$ cat src/rtl/core_mem_arbiter.sv
// Shares one single-outstanding memory port between instruction fetch and data access.
// Define LETC_MEM_ARB_RR_EN to resolve contention round-robin instead of data-first with a starvation limit.
module core_mem_arbiter #(
    parameter int STARVE_LIMIT = 4
) (
    input  logic        clk,
    input  logic        rst_n,
    input  logic        i_req_valid,
    input  logic [31:0] i_req_addr,
    output logic        i_rsp_ready,
    output logic [31:0] i_rsp_data,
    input  logic        d_req_valid,
    input  logic [31:0] d_req_addr,
    input  logic        d_req_wen,
    input  logic [31:0] d_req_wdata,
    input  logic [3:0]  d_req_wstrb,
    output logic        d_rsp_ready,
    output logic [31:0] d_rsp_data,
    output logic        mem_req_valid,
    output logic [31:0] mem_req_addr,
    output logic        mem_req_wen,
    output logic [31:0] mem_req_wdata,
    output logic [3:0]  mem_req_wstrb,
    input  logic        mem_req_ready,
    input  logic        mem_rsp_valid,
    input  logic [31:0] mem_rsp_data
);

    typedef enum logic [2:0] {
        IDLE   = 3'd0,
        REQ_I  = 3'd1,
        WAIT_I = 3'd2,
        REQ_D  = 3'd3,
        WAIT_D = 3'd4
    } state_t;

    state_t state, state_next;
    logic   grant_i, grant_d, done_i, done_d, pick_i;

`ifdef LETC_MEM_ARB_RR_EN
    logic last_grant;  // 1 = instruction port won the last grant

    assign pick_i = i_req_valid && (!d_req_valid || !last_grant);

    always_ff @(posedge clk) begin
        if (!rst_n)
            last_grant <= 1'b1;
        else if (grant_i)
            last_grant <= 1'b1;
        else if (grant_d)
            last_grant <= 1'b0;
    end
`else
    localparam logic [3:0] LIMIT = 4'(STARVE_LIMIT);

    logic [3:0] starve_cnt;

    assign pick_i = i_req_valid && (!d_req_valid || starve_cnt == LIMIT);

    // Counts data grants that overtook a waiting fetch; saturates at the limit.
    always_ff @(posedge clk) begin
        if (!rst_n)
            starve_cnt <= 4'd0;
        else if (grant_i || (state == IDLE && !i_req_valid))
            starve_cnt <= 4'd0;
        else if (grant_d && i_req_valid && starve_cnt != LIMIT)
            starve_cnt <= starve_cnt + 4'd1;
    end
`endif

    always_ff @(posedge clk) begin
        if (!rst_n)
            state <= IDLE;
        else
            state <= state_next;
    end

    always_comb begin
        state_next    = state;
        grant_i       = 1'b0;
        grant_d       = 1'b0;
        done_i        = 1'b0;
        done_d        = 1'b0;
        mem_req_valid = 1'b0;
        case (state)
            IDLE: begin
                if (i_req_valid || d_req_valid) begin
                    if (pick_i) begin
                        grant_i    = 1'b1;
                        state_next = REQ_I;
                    end else begin
                        grant_d    = 1'b1;
                        state_next = REQ_D;
                    end
                end
            end
            REQ_I: begin
                mem_req_valid = 1'b1;
                if (mem_req_ready) begin
                    // A response in the accept cycle completes without visiting WAIT.
                    if (mem_rsp_valid) begin
                        done_i     = 1'b1;
                        state_next = IDLE;
                    end else begin
                        state_next = WAIT_I;
                    end
                end
            end
            WAIT_I: begin
                if (mem_rsp_valid) begin
                    done_i     = 1'b1;
                    state_next = IDLE;
                end
            end
            REQ_D: begin
                mem_req_valid = 1'b1;
                if (mem_req_ready) begin
                    if (mem_rsp_valid) begin
                        done_d     = 1'b1;
                        state_next = IDLE;
                    end else begin
                        state_next = WAIT_D;
                    end
                end
            end
            WAIT_D: begin
                if (mem_rsp_valid) begin
                    done_d     = 1'b1;
                    state_next = IDLE;
                end
            end
            default: state_next = IDLE;
        endcase
    end

    // Request fields are captured at grant so later requester-side changes cannot leak onto the bus.
    always_ff @(posedge clk) begin
        if (!rst_n) begin
            i_rsp_ready   <= 1'b0;
            i_rsp_data    <= 32'h0;
            d_rsp_ready   <= 1'b0;
            d_rsp_data    <= 32'h0;
            mem_req_addr  <= 32'h0;
            mem_req_wen   <= 1'b0;
            mem_req_wdata <= 32'h0;
            mem_req_wstrb <= 4'b0000;
        end else begin
            i_rsp_ready <= done_i;
            d_rsp_ready <= done_d;
            if (done_i)
                i_rsp_data <= mem_rsp_data;
            if (done_d)
                d_rsp_data <= mem_rsp_data;
            if (grant_i) begin
                mem_req_addr  <= i_req_addr;
                mem_req_wen   <= 1'b0;
                mem_req_wdata <= 32'h0;
                mem_req_wstrb <= 4'b0000;
            end else if (grant_d) begin
                mem_req_addr  <= d_req_addr;
                mem_req_wen   <= d_req_wen;
                mem_req_wdata <= d_req_wdata;
                mem_req_wstrb <= d_req_wstrb;
            end
        end
    end

endmodule

$ cat config.mk
export PLATFORM = sky130hd
export DESIGN_NAME = core_mem_arbiter
export DESIGN_NICKNAME = d
export VERILOG_FILES = /design/src/rtl/core_mem_arbiter.sv
export SDC_FILE = /design/constraint.sdc
export NUM_CORES = 1
export LEC_CHECK = 0
export CORE_MARGIN = 8
export CORE_UTILIZATION = 40
export DETAILED_ROUTE_END_ITERATION = 12
export GPL_TIMING_DRIVEN = 0
export PLACE_DENSITY = 0.76
export SYNTH_ARGS = -nofsm -noshare
export SYNTH_HDL_FRONTEND = slang
export SYNTH_SLANG_ARGS = --single-unit
export TNS_END_PERCENT = 1
$ cat constraint.sdc
create_clock -name clk -period 2.55 [get_ports clk]
set_clock_uncertainty 0.05 [all_clocks]
set_input_delay 0.255 -clock clk [delete_from_list [all_inputs] [get_ports clk]]
set_output_delay 0.255 -clock clk [all_outputs]
set_load 0.02 [all_outputs]
# Word level (Yosys, flattened, before mapping)
# Index checks and enable logic that the tools add are counted.
[classes]
n_eq_ne = 10
add_sub_neg = 1
n_reduce_logical = 16
n_mux = 21
bitwise = 1
[op_table]
columns = ["cell", "count"]
rows = [
  ["$mux W32", 2],
  ["$mux W3", 5],
  ["$pmux W3 S4", 1],
  ["$mux W1", 9],
  ["$reduce_or A2 Y1", 4],
  ["$eq A3 B2 Y1 const B", 2],
  ["$add A4 B1 Y4 const B", 1],
  ["$eq A4 B3 Y1 const B", 1],
  ["$logic_and A1 B1 Y1", 4],
  ["$mux W2", 2],
  ["$ne A2 B1 Y1 const B", 2],
  ["$ne A2 B2 Y1 const B", 2],
  ["$ne A4 B3 Y1 const B", 1],
  ["$pmux W1 S2", 2],
  ["$reduce_and A4 Y1", 1],
  ["$eq A3 B1 Y1 const B", 1],
  ["$eq A3 B3 Y1 const B", 1],
  ["$logic_not A3 Y1", 1],
  ["$logic_or A1 B1 Y1", 3],
  ["$logic_not A1 Y1", 2],
  ["$reduce_bool A2 Y1", 1],
  ["$not A1 Y1", 1],
]
[totals]
wordCells = 59
regBits = 142
inputBits = 139
out_inout_bits = 136

# Longest topological paths before layout
[depth]
depth_word = 8
ltp_mapped = 7
mapped_depth_nobuf = 6

# Least setup slack after synthesis
# No wires, ideal clock.
[synth_path]
path_type = "register to register"
from = "register state[2]"
to = "register mem_req_wdata[10]"
arrival_time_ns = 1.592
setup_ns = 0.066
path_stages_with_launch = 7
setup_slack_ns = 0.842
period_less_slack_ns = 1.708
path_buffers = 2
cell_sequence = "dfxtp_1 -> or3_1 -> buf_6 -> a211oi_4 -> buf_6 -> a22oi_2 -> nor2_2"
[synth_between]
elab_chain_len = 3
[synth_rtl]
columns = ["item", "line", "rtl"]
rows = [
  ["start, declared", "37", "state_t state, state_next;"],
  ["start signal, assigned", "75", "state <= state_next;"],
  ["$logic_not A3 Y1 (*)", "85", "case (state)"],
  ["$mux W1", "85", ""],
  ["$reduce_or A2 Y1 (no line)", "--", ""],
  ["end signal, assigned", "162", "mem_req_wdata <= d_req_wdata;"],
  ["end, declared", "22", "output logic [31:0] mem_req_wdata,"],
]
# Mark *: on every way between the ends. The rest lies on a longest branch, timed or not.
# A chain may end at the register's enable or synchronous reset.

# Worst setup path in the final report
[layout_path]
from = "register state[0]"
to = "register mem_req_addr[25]"
[layout_between]
elab_chain_len = 3
[layout_rtl]
columns = ["item", "line", "rtl"]
rows = [
  ["$logic_not A3 Y1 (*)", "85", ""],
  ["$mux W1", "85", ""],
  ["$mux W32 or $reduce_bool A2 Y1 (tied branches)", "--", ""],
  ["end signal, assigned", "155", "mem_req_addr <= i_req_addr;"],
  ["end signal, assigned", "160", "mem_req_addr <= d_req_addr;"],
  ["end, declared", "20", "output logic [31:0] mem_req_addr,"],
]
# Marks and branches as above.

==> flow_metrics.env <==
export IMPL_wl_met3_um=2140
export IMPL_worst_path_buf_inv=3
export IMPL_die_w_um=134
export IMPL_clockBufferDepth=2
export IMPL_path_cells="buf_2 > nor3_1 > o21ai_1 > buf_2 > clkbuf_1 > a21oi_1 > a21oi_1"
export IMPL_post_drt_wl_per_cell_um=18.0
export IMPL_coreArea_sq_um=13700
export IMPL_clk_pin_slew_ns=0.06
export IMPL_slew_headroom_pct=52.5
export IMPL_post_route_drc_count=0
export IMPL_timing_rr_start="state[0]"
export IMPL_numCtsBuffers=17
export IMPL_htree_levels=4
export IMPL_seqCellArea_sq_um=2840
export IMPL_placement_io_buffers=271
export IMPL_rsz0062_at_grt="no"
export IMPL_ctsHoldBuffers=0
export IMPL_syn_num_nets=719
export IMPL_min_path_cells=3
export IMPL_cts_tree="done"
export IMPL_synth_top_area_cell="dfxtp_1"
export IMPL_num_vias=5298
export IMPL_rows=43
export IMPL_highest_layer="met4"
export IMPL_syn_inst=578
export IMPL_synth_edf_count=0
export IMPL_cpLargestDelayFamily="buffers and inverters"
export IMPL_path_max_fanout=10
export IMPL_hp_class="input pin to register"
export IMPL_outcome="complete, no violations"
export IMPL_worstSetupStartpointType="register"
export IMPL_synth_top_flop_cell="dfxtp_1"
export IMPL_cp_arrival_ns=2.46
export IMPL_drive_above_1_share_pct=12.6
export IMPL_worstMarginPinSlew_ns=0.712
export IMPL_placedCellCount=1029
export IMPL_antenna_cells=0
export IMPL_slew_viol_final=0
export IMPL_grt_usage_pct=20.7
export IMPL_dr_wl_met2_um=9190
export IMPL_avgSynthCellArea_sq_um=9.62
export IMPL_cts_root_buf="clkbuf_16"
export IMPL_fin_crit_sh_pct=86.6
export IMPL_critPathKind="register to register"
export IMPL_setup_viol=0
export IMPL_seq_area_frac_synth_pct=51.1
export IMPL_multi_input_area_sq_um=2480
export IMPL_synthArstFlopShare_pct=0
export IMPL_cts_sinks=142
export IMPL_final_cell_count_no_fill=1061
export IMPL_ioPinCount=275
export IMPL_antenna_left=0
export IMPL_drtIter0Drc=296
export IMPL_synth_seq_cells=142
export IMPL_fillers=1117
export IMPL_routed_via_density=4.99
export IMPL_powerDensity_nw_per_um2=840
export IMPL_area_delta_synth_final_pct=64.4
export IMPL_yosys_top_cells_area="dfxtp_1 51%, mux2i_1 12%, a22oi_2 6.7%, a21oi_1 6.2%, nor2_1 5.1%"
export IMPL_first_pass_iters=4
export IMPL_p_total_mw=7.68
export IMPL_synth_top_area_share_pct=51.1
export IMPL_clkLatencyLatePin_ns=0.41
export IMPL_final_hold_violation_count=0
export IMPL_netlist_cell_type_count=36
export IMPL_max_stage_delay_ns=0.40
export IMPL_grt_pass1_vias=5677
export IMPL_reg2reg_depth=7
export IMPL_critPathSlowestCell="nor3_1"
export IMPL_critical_path_startpoint="state[0]"
export IMPL_die_h_um=134
export IMPL_drv_cap=0
export IMPL_die_area_sq_um=17900
export IMPL_antenna_found_initial=0
export IMPL_syn_area_sq_um=5560
export IMPL_path_depth=7
export IMPL_yosys_warnings=0
export IMPL_p_leak_nw=3.62
export IMPL_peakVddDrop_mv=0.519
export IMPL_grt_max_degree=17
export IMPL_critPathCaptureType="register"
export IMPL_nets=1009
export IMPL_drt_met1_wl_um=7000
export IMPL_fin_crit_ns=2.21
export IMPL_hpwl_um=14800
export IMPL_cts_resized=0
export IMPL_overflow=0
export IMPL_max_freq_ghz=0.453
export IMPL_grt_pass1_wl_um=29400
export IMPL_post_cts_buffers=0
export IMPL_hold_start="rst_n"
export IMPL_tns_ns=0
export IMPL_start_util_pct=40.5
export IMPL_drt_total_wl_um=19100
export IMPL_routabilityCongestion=0.829
export IMPL_crit_required_ns=2.80
export IMPL_whs_ns=0.234
## cells by family (layout without fill, tap and decap cells)
group	count (synthesis)	count (layout)	synth area share, %
and+or+nand+nor	169	169	13.9
AOI/OAI and AO/OA	150	150	18.5
DFF	142	142	51.1
muxes	65	65	11.7
buffers and inverters	50	353	4.32
adders and majority gates	2	2	0.450
## final timing paths
check / slack, ns / endpoint
setup / recovery: 0.34 / mem_req_addr[25]
setup reg to reg: 0.34 / mem_req_addr[25]
hold reg to reg: 0.44 / i_rsp_data[11]
hold / removal: 0.23 / mem_req_addr[1]
## flip-flops by register name, summed over array words and instances (netlist names), 3 cells and up
signal / count
mem_req_wstrb: 4
mem_req_addr: 32
mem_req_wdata: 32
d_rsp_data: 32
i_rsp_data: 32
state: 3
starve_cnt: 4
## synthesized netlist by cell type (all sizes together) (2+ instances only)
cell	n
a211oi	2
a21oi	70
a22oi	38
and3	2
buf	16
clkbuf	29
dfxtp	142
ha	2
inv	5
mux2i	65
nand2	38
nand2b	3
nand3	4
nand3b	2
nor2	106
nor2b	2
nor3	4
nor3b	2
o21ai	38
## final cells by class
| cell class | count | area share, % |
|---|---|---|
| Sequential cell | 142 | 31.1 |
| Clock inverter | 10 | 1.74 |
| Buffer | 45 | 2.42 |
| Clock buffer | 22 | 5.30 |
| Multi-Input combinational cell | 386 | 27.1 |
| Tap cell | 180 | 2.46 |
| Timing Repair Buffer | 271 | 29.7 |
| Inverter | 5 | 0.205 |
## through the flow
stage,setup WS (ns),util (%),area (sq um)
2_1_floorplan,0.842,-,5560
3_3_place_gp,0.372,62.0,8500
3_5_place_dp,0.351,62.0,8500
4_1_cts,0.331,66.6,9140
5_1_grt,0.182,66.6,9140
6_report,0.342,66.6,9140
## where the power goes
part | switching, mW | internal, mW | leakage, nW
combinational | 1.26 | 1.08 | 2.15
sequential | 0.162 | 2.51 | 1.16
clock | 0.927 | 1.74 | 0.312
## placed cells by master, fill, tap and decap left out, types with 8 or more instances in the layout
cell and instances:
a22oi_1 8, a22oi_2 30, nand2_1 38, mux2i_1 65
o21ai_0 35, clkbuf_16 17, clkdlybuf4s50_1 271, nor2_2 30
a21oi_1 69, buf_2 9, dfxtp_1 142, nor2_1 76
clkbuf_1 30
## worst min-delay path, stage by stage
cell      delay (ns)
clkbuf_1        0.21
o21ai_0         0.13
a21oi_1         0.05
## routing by layer
metal	up-vias	global-route usage (%)
met1	2459	20.4
met5	-	0
met4	0	11.8
met2	220	35.1
li1	2575	-
met3	44	9.87
Note: power is estimated with default switching activity, not from simulation.
